`src/rtl/bin_to_bcd_seq.sv`:
```
`default_nettype none
// ============================================================================
// Module   : bin_to_bcd_seq
// Purpose  : Iterative double-dabble binary-to-BCD converter, one shift per clock.
// Revision : 1.0
// ============================================================================
module bin_to_bcd_seq #(
  parameter int WIDTH  = 21,
  parameter int DIGITS = 8,
  parameter int SIGNED = 1
) (
  input  logic                  clock,
  input  logic                  reset_n,
  input  logic                  start,
  input  logic [WIDTH-1:0]      bin_in,
  output logic                  busy,
  output logic                  done,
  output logic [4*DIGITS-1:0]   bcd_out,
  output logic                  neg_out,
  output logic                  ovf_out
);

  localparam int C_BCD_W = 4 * DIGITS;
  localparam int C_CNT_W = $clog2(WIDTH + 1);

  typedef enum logic [1:0] {
    S_IDLE    = 2'd0,
    S_CONVERT = 2'd1,
    S_FINISH  = 2'd2
  } state_t;

  state_t               r_state;
  state_t               w_state_nxt;
  logic                 w_load;
  logic                 w_shift;
  logic                 w_finish;

  logic [WIDTH-1:0]     r_mag;
  logic [C_BCD_W-1:0]   r_scratch;
  logic [C_CNT_W-1:0]   r_cnt;
  logic                 r_sign;
  logic                 r_nz;
  logic                 r_ovf_acc;
  logic                 r_done;
  logic [C_BCD_W-1:0]   r_bcd;
  logic                 r_neg;
  logic                 r_ovf;

  logic                 w_neg_in;
  logic [WIDTH-1:0]     w_mag_in;
  logic [C_BCD_W-1:0]   w_adj;

  // Most negative input negates to 2^(WIDTH-1), which still fits unsigned.
  assign w_neg_in = (SIGNED != 0) && bin_in[WIDTH-1];
  assign w_mag_in = w_neg_in ? (~bin_in + WIDTH'(1)) : bin_in;

  genvar gi;
  generate
    for (gi = 0; gi < DIGITS; gi++) begin : g_digit
      assign w_adj[4*gi +: 4] = (r_scratch[4*gi +: 4] >= 4'd5) ?
                                (r_scratch[4*gi +: 4] + 4'd3) :
                                r_scratch[4*gi +: 4];
    end
  endgenerate

  always_ff @(posedge clock or negedge reset_n) begin
    if (!reset_n) r_state <= S_IDLE;
    else          r_state <= w_state_nxt;
  end

  always_comb begin
    w_state_nxt = r_state;
    w_load      = 1'b0;
    w_shift     = 1'b0;
    w_finish    = 1'b0;
    case (r_state)
      S_IDLE: begin
        if (start) begin
          w_load      = 1'b1;
          w_state_nxt = S_CONVERT;
        end
      end
      S_CONVERT: begin
        w_shift = 1'b1;
        if (r_cnt == C_CNT_W'(WIDTH - 1)) w_state_nxt = S_FINISH;
      end
      S_FINISH: begin
        w_finish    = 1'b1;
        w_state_nxt = S_IDLE;
      end
      default: w_state_nxt = S_IDLE;
    endcase
  end

  always_ff @(posedge clock or negedge reset_n) begin
    if (!reset_n) begin
      r_mag     <= '0;
      r_scratch <= '0;
      r_cnt     <= '0;
      r_sign    <= 1'b0;
      r_nz      <= 1'b0;
      r_ovf_acc <= 1'b0;
      r_done    <= 1'b0;
      r_bcd     <= '0;
      r_neg     <= 1'b0;
      r_ovf     <= 1'b0;
    end else begin
      r_done <= w_finish;
      if (w_load) begin
        r_mag     <= w_mag_in;
        r_sign    <= w_neg_in;
        r_nz      <= |w_mag_in;
        r_scratch <= '0;
        r_ovf_acc <= 1'b0;
        r_cnt     <= '0;
      end
      if (w_shift) begin
        // Any bit leaving the top digit means the value needs more digits.
        r_scratch <= {w_adj[C_BCD_W-2:0], r_mag[WIDTH-1]};
        r_mag     <= {r_mag[WIDTH-2:0], 1'b0};
        r_ovf_acc <= r_ovf_acc | w_adj[C_BCD_W-1];
        r_cnt     <= r_cnt + C_CNT_W'(1);
      end
      if (w_finish) begin
        r_bcd <= r_scratch;
        r_neg <= r_sign & r_nz;
        r_ovf <= r_ovf_acc;
      end
    end
  end

  assign busy    = (r_state != S_IDLE);
  assign done    = r_done;
  assign bcd_out = r_bcd;
  assign neg_out = r_neg;
  assign ovf_out = r_ovf;

endmodule
`default_nettype wire

```
`config.mk`:
```
export PLATFORM = sky130hd
export DESIGN_NAME = bin_to_bcd_seq
export DESIGN_NICKNAME = d
export VERILOG_FILES = /design/src/rtl/bin_to_bcd_seq.sv
export SDC_FILE = /design/constraint.sdc
export NUM_CORES = 1
export LEC_CHECK = 0
export ABC_AREA = 1
export CORE_MARGIN = 2
export CORE_UTILIZATION = 55
export CTS_CLUSTER_SIZE = 8
export DETAILED_ROUTE_END_ITERATION = 7
export GPL_ROUTABILITY_DRIVEN = 1
export PLACE_DENSITY = 0.78
export SLEW_MARGIN = 0
export SYNTH_ARGS = -nofsm -noshare
export SYNTH_HDL_FRONTEND = slang
export SYNTH_SLANG_ARGS = --single-unit
```
`constraint.sdc`:
```
create_clock -name clock -period 3.85 [get_ports clock]
set_input_delay 0.77 -clock clock [delete_from_list [all_inputs] [get_ports clock]]
set_output_delay 0.77 -clock clock [all_outputs]
set_load 0.05 [all_outputs]
```
==> run_results.csv, run 1 <==
group,metric,value,unit
floorplanning,die-area,0.0103,mm2
global_routing,grt_pass1_vias,4187,
cts,cts.reportedPaths.clkPinSlew,100,ps
logic_synthesis,flops_latches_synth,98,
critical_path,r2r-end,"r_cnt[3]$_DFFE_PN0P_",
logic_synthesis,synth_enable_flop_cells,0,
hold_path,endpoint_of_the_worst_hold_path,"r_cnt[4]$_DFFE_PN0P_",
global_routing,globalRouteTotalUtil,0.237,
logic_synthesis,syn_nets,687,
hold_path,worstHoldPathCells,1,
sta,final.hold.worst_slack,481,ps
final_layout,ff_latch_area,0.00245,mm2
final_layout,layout.cells.most_common,"sky130_fd_sc_hd__nand2_1",
final_layout,drive_above_1_share,0.0866,
cts,ctsResizeCount,0,
global_routing,largest_net_degree_at_the_start_of_global_routing,76,
critical_path,reg2reg_depth,4,
logic_synthesis,yosys_warnings,0,
sta,headroom_to_the_max_slew_limit,0.388,
sta,finalSetupViolCount,0,
pwr,powerDensity,847,mW/mm2
outcome,run_status,"finished clean",
placed_design,detailedPlacementHpwl,8280,um
placed_design,place_congestion,0.868,
global_routing,global_route.usage.met2,0.398,
floorplanning,rows,35,
logic_synthesis,syn_area_per_cell,8.12,um2
critical_path,timing.critical_path.fanout_max,2,
critical_path,critical_path.endpoint_type,"output pin",
route,final_antenna_violating_net_count,0,
critical_path,timing.critical_path.required,3080,ps
hold_path,hold_path.startpoint,"r_cnt[4]$_DFFE_PN0P_",
route,drc_violations_left,0,
logic_synthesis,mappedNetlistArea,0.00523,mm2
final_layout,area_taken_by_multi_input_logic_gates,0.00233,mm2
global_routing,overflow,0,
final_layout,nFillCells,778,
placed_design,detailedPlace.worstSlack,1230,ps
sta,timing.final.ws_setup,1400,ps
cts,cts_max_level,3,
global_routing,first_pass_grt_wire_length,19400,um
sta,post-route-min-period,2450,ps
sta,layout_worst_path_cycle_share,0.637,
logic_synthesis,synthesis.instances,644,
cts,clock_tree.root_cell,"sky130_fd_sc_hd__clkbuf_8",
sta,finClkSkew,15.7,ps
sta,grt_setup_unrepaired,"false",
critical_path,worst-setup-path-type,"flip-flop to output pin",
global_routing,groute.layer.met3.usage,0.0400,
sta,timing_hold_violations_final,0,
route,detail_routed_via_count_per_cell,5.30,
cts,cts-buffers-inserted,9,
placed_design,dp_cells,817,
final_layout,antenna_cells_inserted,0,
sta,fmax,0.408,GHz
floorplanning,ios,60,
floorplanning,chipWidth,102,um
floorplanning,die_h,102,um
hold_path,min_path_type,"flip-flop to flip-flop",
critical_path,rrSetupSlack,1730,ps
sta,tightestPinTransition,919,ps
final_layout,fin_cells,833,
route,wl_per_cell,13.9,um
global_routing,antenna_violations_before_repair,0,
sta,tns,0,ps
floorplanning,design.core.area,0.00924,mm2
critical_path,timing.rr.start,"r_state[1]$_DFFE_PN0P_",
logic_synthesis,synth_cell_type_count,37,
cts,clock-sinks,98,
global_routing,globalRoute.busiestLayer,"met2",
sta,report.final.slew_viol_count,0,
cts,hold_buffers,0,
route,detail_route.iter0.violations,281,
cts,clock_path_buffers,2,
pwr,power.ir.vdd_worst,0.000360,V
final_layout,final_cell_mix,"sky130_fd_sc_hd__nand2_1 (148), sky130_fd_sc_hd__dfrtp_1 (98), sky130_fd_sc_hd__o21ai_0 (88)",
pwr,total_leakage_power,3.03,nW
logic_synthesis,flip_flop_cell_with_the_highest_count_after_synthesis,"sky130_fd_sc_hd__dfrtp_1",
critical_path,cp_data_arrival_time,1680,ps
route,drt-pass1-iter-count,5,
critical_path,critical_path.startpoint_type,"flip-flop",
logic_synthesis,ys_async_sr_fraction,1.00,
final_layout,layout-area-overhead-vs-synth,17.3,%
cts,postCtsSetupRepairBufs,0,
global_routing,gr-usage-met1,0.312,
cts,cts_tree,"done",
final_layout,finish.net_count,742,
route,wl,11600,um
route,dr_total_vias,4414,
floorplanning,initial_core_util,0.566,
job,max_cap_violations,0,
logic_synthesis,synth_sequential_area_ratio,0.469,
cts,clock_insertion_delay_at_the_later_pin_of_the_skew_report,360,ps
placed_design,io_buffers,59,
## final cells by class
| type | instances | area share |
|---|---|---|
| sequential | 98 | 0.400 |
| multi-input combinational | 434 | 0.379 |
| timing repair buffer | 67 | 0.106 |
| inverter | 89 | 0.0544 |
| tap | 129 | 0.0263 |
| clock buffer | 11 | 0.0247 |
| clock inverter | 5 | 0.00979 |
## report_power, final
group / internal [W] / switching, W / total (W)
Clock: 0.000339 / 0.000361 / 0.000699
Sequential: 0.00151 / 0.000281 / 0.00180
Combinational: 0.000915 / 0.00178 / 0.00270
Total: 0.00277 / 0.00243 / 0.00519
## worst max-delay path by stage
stage | from | to
after detailed placement | start | r_nz$_DFFE_PN0P_
after global placement | start | r_nz$_DFFE_PN0P_
after CTS | r_state[0]$_DFFE_PN0P_ | busy
after floorplan | bin_in[0] | r_nz$_DFFE_PN0P_
after global routing | r_state[0]$_DFFE_PN0P_ | busy
final | r_state[0]$_DFFE_PN0P_ | busy
## flip-flops by register name (all words and copies together), names as in the netlist
signal and flops:
bcd_out 32, done 1, neg_out 1, ovf_out 1
r_cnt 5, r_mag 21, r_nz 1, r_ovf_acc 1
r_scratch 32, r_sign 1, r_state 2
## logic make-up (layout without fill, tap and decap cells)
kind of cell | count (synthesis) | count (layout) | synth area share
AOI/OAI and AO/OA | 134 | 134 | 0.148
xor gates and xnor gates | 12 | 12 | 0.0215
adders and majority gates | 19 | 19 | 0.0455
buffers and inverters | 112 | 172 | 0.0861
DFF | 98 | 98 | 0.469
muxes | 2 | 2 | 0.00383
and+or+nand+nor | 267 | 267 | 0.226
## through the flow
step,utilization,instance area (um2),total power [W]
6_report,0.664,6140,0.00519
5_1_grt,0.664,6140,0.00560
4_1_cts,0.664,6140,0.00520
3_5_place_dp,0.641,5920,0.00448
3_3_place_gp,0.641,5920,0.00434
2_1_floorplan,-,5230,0.00367
## cells in the mapped netlist (10+ instances only)
| cell | count | share of area |
|---|---|---|
| sky130_fd_sc_hd__a22oi_1 | 18 | 0.026 |
| sky130_fd_sc_hd__buf_2 | 12 | 0.011 |
| sky130_fd_sc_hd__dfrtp_1 | 98 | 0.47 |
| sky130_fd_sc_hd__ha_1 | 19 | 0.045 |
| sky130_fd_sc_hd__inv_1 | 79 | 0.057 |
| sky130_fd_sc_hd__nand2_1 | 148 | 0.11 |
| sky130_fd_sc_hd__nand3_1 | 42 | 0.040 |
| sky130_fd_sc_hd__nor2_1 | 45 | 0.032 |
| sky130_fd_sc_hd__nor2_2 | 10 | 0.012 |
| sky130_fd_sc_hd__o21ai_0 | 88 | 0.084 |
| sky130_fd_sc_hd__o22ai_1 | 10 | 0.012 |
| sky130_fd_sc_hd__xor2_1 | 10 | 0.017 |
## worst max-delay path, cell delays in order, from the launching register on
cell,delay [ps]
sky130_fd_sc_hd__dfrtp_1,380
sky130_fd_sc_hd__inv_2,50
sky130_fd_sc_hd__nand2_1,90
sky130_fd_sc_hd__clkdlybuf4s50_1,810
## layer usage
layer,wire length [um],up-vias
met5,0,-
met1,5170,2062
met3,548,26
met4,246,0
met2,5590,126
li1,-,2200
(Power assumes the default switching activity.)
==> run 2: changes to the inputs <==
--- a/config.mk
+++ b/config.mk
@@ -7,11 +7,11 @@
 export LEC_CHECK = 0
 export ABC_AREA = 1
 export CORE_MARGIN = 2
-export CORE_UTILIZATION = 55
+export CORE_UTILIZATION = 51
 export CTS_CLUSTER_SIZE = 8
 export DETAILED_ROUTE_END_ITERATION = 7
 export GPL_ROUTABILITY_DRIVEN = 1
-export PLACE_DENSITY = 0.78
+export PLACE_DENSITY = 0.76
 export SLEW_MARGIN = 0
 export SYNTH_ARGS = -nofsm -noshare
 export SYNTH_HDL_FRONTEND = slang
==> constraint.sdc (replaced) <==
create_clock -name clock -period 2.1 [get_ports clock]
set_input_delay 0.42 -clock clock [delete_from_list [all_inputs] [get_ports clock]]
set_output_delay 0.42 -clock clock [all_outputs]
set_load 0.05 [all_outputs]
==> run_results.csv, run 2 (synthesis results as in run 1) <==
group,metric,value,unit
outcome,run_status,"finished clean",
placed_design,dpl-instance-area,0.00618,mm2
sta,report.final.slew_viol_count,0,
route,wl,10900,um
floorplanning,die-area,0.0111,mm2
route,drc_violations_left,0,
global_routing,largest_net_degree_at_the_start_of_global_routing,71,
placed_design,detailedPlacementHpwl,8110,um
final_layout,final_cell_mix,"sky130_fd_sc_hd__nand2_1 (148), sky130_fd_sc_hd__dfrtp_1 (98), sky130_fd_sc_hd__o21ai_0 (88)",
final_layout,layout-area-overhead-vs-synth,22.2,%
global_routing,first_pass_grt_wire_length,18900,um
sta,layout_worst_path_cycle_share,0.959,
pwr,total_leakage_power,3.17,nW
cts,clock_tree.root_cell,"sky130_fd_sc_hd__clkbuf_8",
global_routing,grt_pass1_vias,4205,
route,detail_routed_via_count_per_cell,5.09,
sta,tns,0,ps
pwr,powerDensity,1480,mW/mm2
critical_path,critical_path.endpoint_type,"output pin",
sta,headroom_to_the_max_slew_limit,0.645,
job,max_cap_violations,0,
pwr,comb_power_share,0.525,
pwr,cell_internal_pwr,0.00510,W
final_layout,antenna_cells_inserted,0,
cts,cts_tree,"done",
sta,fmax,0.497,GHz
critical_path,timing.critical_path.fanout_max,2,
final_layout,nFillCells,836,
pwr,power.ir.vdd_worst,0.000811,V
critical_path,cp_data_arrival_time,1590,ps
global_routing,globalRouteTotalUtil,0.210,
sta,finalSetupViolCount,0,
critical_path,critical_path.startpoint_type,"flip-flop",
floorplanning,ios,60,
floorplanning,design.core.area,0.00986,mm2
global_routing,overflow,0,
route,wl_per_cell,12.7,um
hold_path,min_path_type,"flip-flop to flip-flop",
route,drt-pass1-iter-count,4,
pwr,switching_power,0.00436,W
critical_path,critical_path.top_delay_family,"buffers and inverters",
cts,postCtsSetupRepairBufs,0,
final_layout,finish.net_count,769,
route,final_antenna_violating_net_count,0,
floorplanning,rows,36,
sta,post-route-min-period,2010,ps
critical_path,worst-setup-path-type,"flip-flop to output pin",
critical_path,max_stage_delay,830,ps
sta,grt_setup_unrepaired,"false",
cts,cts.reportedPaths.clkPinSlew,90,ps
cts,cts-buffers-inserted,9,
final_layout,final_area,0.00639,mm2
cts,clock_insertion_delay_at_the_later_pin_of_the_skew_report,370,ps
global_routing,antenna_violations_before_repair,0,
sta,timing_hold_violations_final,0,
floorplanning,initial_core_util,0.530,
cts,cts_max_level,3,
placed_design,place_congestion,0.844,
floorplanning,chipWidth,105,um
pwr,pwr-share-seq,0.348,
route,dr_total_vias,4402,
critical_path,timing.critical_path.cells,"clkdlybuf4s50_1",
route,detail_route.iter0.violations,200,
critical_path,critPathBufInv,1,
pwr,p_sw_frac,0.461,
sta,tightestPinTransition,531,ps
floorplanning,die_h,105,um
critical_path,critical_path.slowest_cell,"sky130_fd_sc_hd__clkdlybuf4s50_1",
final_layout,finalCoreUtilization,0.648,
cts,clock_path_buffers,2,
final_layout,layout.cells.most_common,"sky130_fd_sc_hd__nand2_1",
sta,finClkSkew,7.88,ps
final_layout,drive_above_1_share,0.119,
pwr,power_frac_clock,0.127,
cts,clock-sinks,98,
critical_path,timing.critical_path.required,1680,ps
placed_design,io_buffers,59,
cts,ctsResizeCount,0,
[run 2: cell types whose count changed in the layout (fill, tap and decap cells not counted)]
cell                              before  now
sky130_fd_sc_hd__clkbuf_1              0    1
sky130_fd_sc_hd__clkdlybuf4s50_1      58   57
sky130_fd_sc_hd__buf_4                 9   31
sky130_fd_sc_hd__clkbuf_8             11    9
sky130_fd_sc_hd__dlygate4sd3_1         0    1
sky130_fd_sc_hd__buf_12                0    5
sky130_fd_sc_hd__clkinv_4              1    0
sky130_fd_sc_hd__clkinvlp_4            1    3
[run 2: path summary, 6_finish.rpt]
| kind | from | to | slack [ps] | depth (start not counted) |
|---|---|---|---|---|
| setup / recovery | bcd_out[3]$_DFFE_PN0P_ | bcd_out[3] | 90 | 1 |
| hold / removal | r_cnt[3]$_DFFE_PN0P_ | r_cnt[3]$_DFFE_PN0P_ | 480 | 1 |
| setup reg to reg | r_scratch[12]$_DFFE_PN0P_ | r_scratch[14]$_DFFE_PN0P_ | 380 | 8 |
| hold reg to reg | r_cnt[3]$_DFFE_PN0P_ | r_cnt[3]$_DFFE_PN0P_ | 480 | 1 |
| max in group asynchronous | reset_n | r_mag[2]$_DFFE_PN0P_ | 930 | 3 |
| min in group asynchronous | reset_n | bcd_out[10]$_DFFE_PN0P_ | 490 | 2 |
[run 2: per-layer routing]
| metal | routed length [um] | GRT usage | vias to the layer above |
|---|---|---|---|
| li1 | - | - | 2256 |
| met1 | 4940 | 0.267 | 2050 |
| met2 | 5450 | 0.366 | 88 |
| met3 | 448 | 0.0396 | 8 |
| met4 | 104 | 0.0600 | 0 |
| met5 | 0 | 0 | - |
[run 2: final cells by class]
cell class                      count  area [um2]  share of cell area
Tap cell                          133         166              0.0260
Sequential cell                    98        2450               0.384
Clock buffer                       10         128              0.0200
Inverter                           89         334              0.0523
Clock inverter                      6        66.3              0.0104
Timing Repair Buffer               94         913               0.143
Multi-Input combinational cell    434        2330               0.364
[run 2: metrics by stage]
stage | setup WS, ps | power, W | std cells | hold slack, ps
6_report | 87.1 | 0.00946 | 864 | 483
5_1_grt | 49.5 | 0.0102 | 864 | 513
4_1_cts | 83.5 | 0.00951 | 864 | 489
3_5_place_dp | -129 | 0.00828 | 847 | 362
3_3_place_gp | -103 | 0.00804 | 847 | 360
2_1_floorplan | 368 | 0.00672 | 644 | 124
[run 2: worst reg2reg max path: cells and delay by family, from the launching register on]
kind                       cells  cell delay [ps]
and+or+nand+nor                1               60
AOI/OAI and AO/OA              4              750
buffers and inverters          2              210
adders and majority gates      1              220
DFF                            1              360
[run 2: power by group through the flow]
stage / registers [W] / clock network, W / logic (W)
final: 0.00329 / 0.00121 / 0.00496
after floorplan: 0.00431 / 0 / 0.00242
after detailed placement: 0.00332 / 0 / 0.00496
after global routing: 0.00340 / 0.00131 / 0.00551
after CTS: 0.00329 / 0.00123 / 0.00499
after global placement: 0.00328 / 0 / 0.00476
[run 2: timing repair]
action	in CTS	in global routing
endpoints found under the hold margin	28	0
hold buffers	1	0
setup endpoints to repair	0	0
==> run 3: changes to the inputs <==
--- a/config.mk
+++ b/config.mk
@@ -8,7 +8,7 @@
 export ABC_AREA = 1
 export CORE_MARGIN = 2
 export CORE_UTILIZATION = 51
-export CTS_CLUSTER_SIZE = 8
+export CTS_CLUSTER_SIZE = 40
 export DETAILED_ROUTE_END_ITERATION = 7
 export GPL_ROUTABILITY_DRIVEN = 1
 export PLACE_DENSITY = 0.76
==> results of run 3 <==
The final DEF is identical to that of run 2; final timing and power are the same.
